### config.mk
export PLATFORM = sky130hd
export DESIGN_NAME = ddr_sched
export DESIGN_NICKNAME = d
export VERILOG_FILES = /design/src/rtl/ddr_sched.sv
export SDC_FILE = /design/constraint.sdc
export NUM_CORES = 1
export LEC_CHECK = 0
export BUFFER_PORTS_ARGS = -buffer_cell sky130_fd_sc_hd__clkbuf_2
export CAP_MARGIN = 15
export CELL_PAD_IN_SITES_DETAIL_PLACEMENT = 0
export CELL_PAD_IN_SITES_GLOBAL_PLACEMENT = 2
export CORE_AREA = 2 2 585 587
export DETAILED_ROUTE_END_ITERATION = 7
export DIE_AREA = 0 0 587 589
export PLACE_DENSITY = 0.4
export SYNTH_ARGS = -nofsm -noshare
export SYNTH_HDL_FRONTEND = slang
export SYNTH_SLANG_ARGS = --single-unit
### constraint.sdc
create_clock -name clock -period 7.1 [get_ports clock]
set_input_delay 0.355 -clock clock [delete_from_list [all_inputs] [get_ports clock]]
set_output_delay 0.355 -clock clock [all_outputs]
set_load 0.005 [all_outputs]
### src/rtl/ddr_sched.sv
// ddr_sched: shares the single DDR port between instruction fetch (pc),
// LSU store and LSU load. Issues one operation at a time with fixed
// priority (load > store > pc) plus per-requester starvation promotion,
// squashes fetch results on redirect and steers completion data back.
module ddr_sched #(
    parameter int unsigned STARVE_LIMIT = 8
) (
    input  logic         clock,
    input  logic         reset_n,
    input  logic         redirect_valid,
    input  logic         pc_index_valid,
    input  logic [18:0]  pc_index,
    output logic         pc_index_ready,
    output logic [511:0] pc_read_inst,
    output logic         pc_operation_done,
    input  logic         opstore_index_valid,
    input  logic [18:0]  opstore_index,
    output logic         opstore_index_ready,
    input  logic [63:0]  opstore_write_mask,
    input  logic [63:0]  opstore_write_data,
    output logic         opstore_operation_done,
    input  logic         opload_index_valid,
    input  logic [18:0]  opload_index,
    output logic         opload_index_ready,
    output logic [63:0]  opload_read_data,
    output logic         opload_operation_done,
    output logic         ddr_chip_enable,
    output logic [18:0]  ddr_index,
    output logic         ddr_write_enable,
    output logic         ddr_burst_mode,
    output logic [63:0]  ddr_opstore_write_mask,
    output logic [63:0]  ddr_opstore_write_data,
    input  logic [63:0]  ddr_opload_read_data,
    input  logic [511:0] ddr_pc_read_inst,
    input  logic         ddr_operation_done,
    input  logic         ddr_ready
);

    localparam logic [7:0] LIMIT = 8'(STARVE_LIMIT);

    typedef enum logic [1:0] {IDLE, BUSY, RESP} state_t;
    typedef enum logic [1:0] {OWN_NONE, OWN_PC, OWN_ST, OWN_LD} owner_t;

    state_t      state, state_next;
    owner_t      owner, winner;
    logic [7:0]  wait_pc, wait_st, wait_ld;
    logic        kill;
    logic        can_grant, grant;
    logic        elig_pc, elig_st, elig_ld;
    logic        starve_pc, starve_st, starve_ld;
    logic [18:0] grant_index;

    // Wait counter step: clear when idle or granted, otherwise count up and stick at the limit.
    function automatic logic [7:0] next_wait(input logic valid, input logic granted,
                                             input logic [7:0] cnt);
        if (!valid || granted) return '0;
        if (cnt == LIMIT) return cnt;
        return cnt + 8'd1;
    endfunction

    // Arbitration: starved requesters outrank everyone, ties and the rest by load > store > pc.
    always_comb begin
        elig_pc   = pc_index_valid & ~redirect_valid;
        elig_st   = opstore_index_valid;
        elig_ld   = opload_index_valid;
        starve_pc = elig_pc && (wait_pc == LIMIT);
        starve_st = elig_st && (wait_st == LIMIT);
        starve_ld = elig_ld && (wait_ld == LIMIT);
        winner    = OWN_NONE;
        if (starve_ld)      winner = OWN_LD;
        else if (starve_st) winner = OWN_ST;
        else if (starve_pc) winner = OWN_PC;
        else if (elig_ld)   winner = OWN_LD;
        else if (elig_st)   winner = OWN_ST;
        else if (elig_pc)   winner = OWN_PC;
        can_grant   = (state == IDLE) && ddr_ready;
        grant       = can_grant && (winner != OWN_NONE);
        grant_index = '0;
        case (winner)
            OWN_LD:  grant_index = opload_index;
            OWN_ST:  grant_index = opstore_index;
            OWN_PC:  grant_index = pc_index;
            default: grant_index = '0;
        endcase
    end

    // Handshake readies and completion pulses; readies are forced low while reset is held.
    always_comb begin
        opload_index_ready     = reset_n && grant && (winner == OWN_LD);
        opstore_index_ready    = reset_n && grant && (winner == OWN_ST);
        pc_index_ready         = reset_n && grant && (winner == OWN_PC);
        opload_operation_done  = (state == RESP) && (owner == OWN_LD);
        opstore_operation_done = (state == RESP) && (owner == OWN_ST);
        pc_operation_done      = (state == RESP) && (owner == OWN_PC) && !kill;
    end

    // State register.
    always_ff @(posedge clock or negedge reset_n) begin
        if (!reset_n) state <= IDLE;
        else          state <= state_next;
    end

    // Next-state logic: grant -> wait for DDR -> one response cycle.
    always_comb begin
        state_next = state;
        case (state)
            IDLE:    if (grant) state_next = BUSY;
            BUSY:    if (ddr_operation_done) state_next = RESP;
            RESP:    state_next = IDLE;
            default: state_next = IDLE;
        endcase
    end

    // Per-requester starvation counters.
    always_ff @(posedge clock or negedge reset_n) begin
        if (!reset_n) begin
            wait_pc <= '0;
            wait_st <= '0;
            wait_ld <= '0;
        end else begin
            wait_pc <= next_wait(pc_index_valid,      grant && (winner == OWN_PC), wait_pc);
            wait_st <= next_wait(opstore_index_valid, grant && (winner == OWN_ST), wait_st);
            wait_ld <= next_wait(opload_index_valid,  grant && (winner == OWN_LD), wait_ld);
        end
    end

    // Issue registers: latched at grant, held through BUSY/RESP, cleared on return to IDLE.
    always_ff @(posedge clock or negedge reset_n) begin
        if (!reset_n) begin
            owner                  <= OWN_NONE;
            ddr_chip_enable        <= 1'b0;
            ddr_index              <= '0;
            ddr_write_enable       <= 1'b0;
            ddr_burst_mode         <= 1'b0;
            ddr_opstore_write_mask <= '0;
            ddr_opstore_write_data <= '0;
        end else begin
            ddr_chip_enable <= grant;
            if (grant) begin
                owner                  <= winner;
                ddr_index              <= grant_index;
                ddr_write_enable       <= (winner == OWN_ST);
                ddr_burst_mode         <= (winner == OWN_PC);
                ddr_opstore_write_mask <= (winner == OWN_ST) ? opstore_write_mask : '0;
                ddr_opstore_write_data <= (winner == OWN_ST) ? opstore_write_data : '0;
            end else if (state == RESP) begin
                owner                  <= OWN_NONE;
                ddr_index              <= '0;
                ddr_write_enable       <= 1'b0;
                ddr_burst_mode         <= 1'b0;
                ddr_opstore_write_mask <= '0;
                ddr_opstore_write_data <= '0;
            end
        end
    end

    // Fetch kill flag and completion data capture.
    // A redirect in the completion cycle itself suppresses the capture directly,
    // since the kill flag only becomes visible one cycle later.
    always_ff @(posedge clock or negedge reset_n) begin
        if (!reset_n) begin
            kill             <= 1'b0;
            pc_read_inst     <= '0;
            opload_read_data <= '0;
        end else begin
            if (state == RESP)
                kill <= 1'b0;
            else if (redirect_valid && (((state == BUSY) && (owner == OWN_PC)) ||
                                        (grant && (winner == OWN_PC))))
                kill <= 1'b1;
            if ((state == BUSY) && ddr_operation_done) begin
                if (owner == OWN_LD)
                    opload_read_data <= ddr_opload_read_data;
                if ((owner == OWN_PC) && !kill && !redirect_valid)
                    pc_read_inst <= ddr_pc_read_inst;
            end
        end
    end

endmodule
==> metrics.md <==
| Metric | Value |
|---|---|
| Global route overflow | 0 |
| Gp weighted congestion | 0.920 |
| Post-layout utilization of the core | 15.7% |
| FF+latch count, synth | 755 |
| WHS | 0.0145 ns |
| Final Hold Fails | 0 |
| Routed WL | 246000 um |
| Vias per std cell | 2.99 |
| DRT Pass-1 Iters | 5 |
| Combinational Power Share | 31.2% |
| Hold Crit Class | in2reg |
| First-pass GRT wire length | 314000 um |
| Clock network fraction of design power | 32.3% |
| NetSw | 6.66 mW |
| Largest net degree at the start of global routing | 117 |
| # IOs | 1501 |
| Placed cell areas | 41500 um^2 |
| PostCTS Resize Cnt | 0 |
| Initial core utilization | 8.41% |
| Layout cells sized above 1 | 55.1% |
| Syn avg cell area | 15.8 um^2 |
| IO buf count | 1500 |
| Max Cap Viol | 0 |
| Area Overhead vs Synth | 86.1% |
| Die W | 587 um |
| Vias | 26200 |
| Worst-margin pin slew | 1.07 ns |
| Required @ worst endpoint | 6.74 ns |
| Final min period | 4.05 ns |
| Critical path class | reg2out |
| H-tree levels | 3 |
| Setup violators final | 0 |
| Share of the synthesized area in the top cell type | 66.3% |
| Slew Limit Fails | 0 |
| Async SR Flop Fraction | 100% |
| Post-DP HPWL | 209000 um |
| Die Y | 589 um |
| Setup TNS | 0 ns |
| CTS Buf Count | 116 |
| DRC | 0 |
| P_leak | 25.3 nW |
| Peak VDD IR | 201 uV |
| Cells after Synth | 1806 |
| Total global-route track usage | 13.9% |
| Post-synth top cells | 755 x dfrtp_1, 576 x mux2_2, 129 x a22o_1 |
| Peak Freq | 247 MHz |
| Clk Latency, worst-skew pair | 0.84 ns |
| Worst Clk Skew | 0.0341 ns |
| Row Count | 214 |
| Int Pwr | 12.0 mW |
| Ys Warns | 0 |
| Final period utilization | 57.1% |
| Worst Path Arrival | 3.70 ns |
| Worst Path Max Fanout | 58 |
| Top post-synthesis cells by area | dfrtp_1 66%, mux2_2 23%, a22o_1 4.0% |
| Tot Pwr | 18.7 mW |
| Largest area contributor in the netlist | dfrtp_1 |
| Post-synth cell types | 43 |
| Number of global-route vias before repair | 27700 |
| Clock Sinks | 755 |
| Sequential Power Share | 36.4% |
| Net Count, Synth | 2581 |
| Final #Nets | 4869 |
| Most numerous cell in the Yosys netlist | dfrtp_1 |
| Switching part of the total | 35.7% |
| Pwr dens | 352 nW/um^2 |
| Clock transition at path regs | 0.06 ns |
| Post-synthesis sequential area ratio | 66.3% |
| Core area | 339000 um^2 |
| Final ANT Viol Nets | 0 |
| Cell Area, Synth | 28500 um^2 |
| CP Capture Type | output pin |
| Initial drt markers | 1245 |
| Design area | 53100 um^2 |
| CTS tree | yes |
| Die Area | 346000 um^2 |
| Antenna violations before repair | 157 |
| Maximum clock insertion buffer count | 4 |
| Setup bufs post-CTS | 0 |
| Post-synth EDFFs | 0 |
| Slew headroom | 28.9% |
| Synth Flop Type | dfrtp_1 |
| CTS root buffer | clkbuf_16 |
| Startpoint type of the worst setup path | flop |
| RSZ-0062 raised after global routing | false |
| Avg WL per Cell | 28.1 um |
| Status | finished, final reports clean |
## flip-flops by register name, summed over array words and instances (netlist names)
| register | count |
|---|---|
| ddr_opstore_write_mask | 64 |
| ddr_chip_enable | 1 |
| owner | 2 |
| pc_read_inst | 512 |
| wait_pc | 8 |
| ddr_write_enable | 1 |
| kill | 1 |
| state | 2 |
| ddr_index | 19 |
| ddr_opstore_write_data | 64 |
| ddr_burst_mode | 1 |
| wait_st | 8 |
| wait_ld | 8 |
| opload_read_data | 64 |
## cell families after synthesis
kind of cell / Yosys count / synth area share (%)
muxes: 576 / 22.8
DFF: 755 / 66.3
buffers and inverters: 122 / 2.02
and+or+nand+nor: 96 / 1.95
xor gates and xnor gates: 17 / 0.522
adders and majority gates: 6 / 0.263
AOI/OAI and AO/OA: 234 / 6.20
## final cells by class
type,instances,area (um^2)
fill,38100,286000
sequential,755,18900
timing repair buffer,2281,15400
multi-input combinational,929,9100
tap,4536,5680
clock buffer,169,3400
clock inverter,39,490
antenna,39,97.6
inverter,11,41.3
## critical path, cell delays in order (launching register included)
cell,delay (ns)
dfrtp_1,0.40
or4_1,0.66
or2_2,0.39
o21ai_0,0.24
nor4b_4,0.23
buf_4,0.56
and2_1,0.22
clkbuf_2,0.11
## layer usage
layer	routed length [um]	share of wire [%]	track usage [%]
met1	101000	41	16.9
met2	117000	47	23.2
met3	22300	9.0	5.06
met4	5620	2.3	2.88
met5	336	0.14	0
## worst paths after layout
check                                             start                          endpoint  slack, ns  depth (start not counted)
setup / recovery                 wait_st[4]$_DFFE_PN0P_               opstore_index_ready       3.05                          7
hold / removal                      ddr_pc_read_inst[3]       pc_read_inst[3]$_DFFE_PN0P_       0.01                          2
setup reg to reg                 wait_st[4]$_DFFE_PN0P_          ddr_index[9]$_DFFE_PN0P_       3.25                          7
hold reg to reg            ddr_write_enable$_DFFE_PN0P_      ddr_write_enable$_DFFE_PN0P_       0.49                          1
max in group asynchronous                       reset_n  opload_read_data[39]$_DFFE_PN0P_       4.91                          4
min in group asynchronous                       reset_n     pc_read_inst[231]$_DFFE_PN0P_       0.09                          2
## power groups by stage
stage	clock (mW)	sequential, mW	combinational [mW]
floorplan	0	6.73	1.48
global placement	0	6.87	5.66
detailed placement	0	6.88	5.64
CTS	6.36	6.83	6.14
global route	6.49	7.01	6.27
finish	6.03	6.80	5.82
## per-stage QoR
step	worst slack [ns]	cells
after floorplan	4.47	1806
after global placement	2.97	7758
after detailed placement	3.00	7758
after CTS	2.90	8720
after global routing	2.83	8742
final	3.05	8759
## placed cells by master, fill, tap and decap left out, types with 3 or more instances in the layout
cell and count:
nand2_1 6, clkbuf_2 1499, o21ai_0 6, buf_12 7
buf_4 20, xor2_1 13, nor2b_1 5, mux2_2 576
a22o_1 129, clkinvlp_4 6, inv_1 10, and3_1 10
diode_2 39, clkbuf_16 116, nand2b_1 3, xnor2_1 4
nor2_1 21, ha_1 6, dfrtp_1 755, dlygate4sd3_1 754
bufinv_16 9, nor3_1 10, a32oi_1 19, inv_6 3
a21oi_1 65, nand3_1 16, clkbuf_1 23, clkbuf_8 30
clkinv_2 18, nor3b_1 3, nand3b_1 3
## repair_timing
item	CTS	global route
setup endpoints to repair	0	0
endpoints found under the hold margin	786	0
hold buffers	754	0
Power figures use the tool's default switching activity.
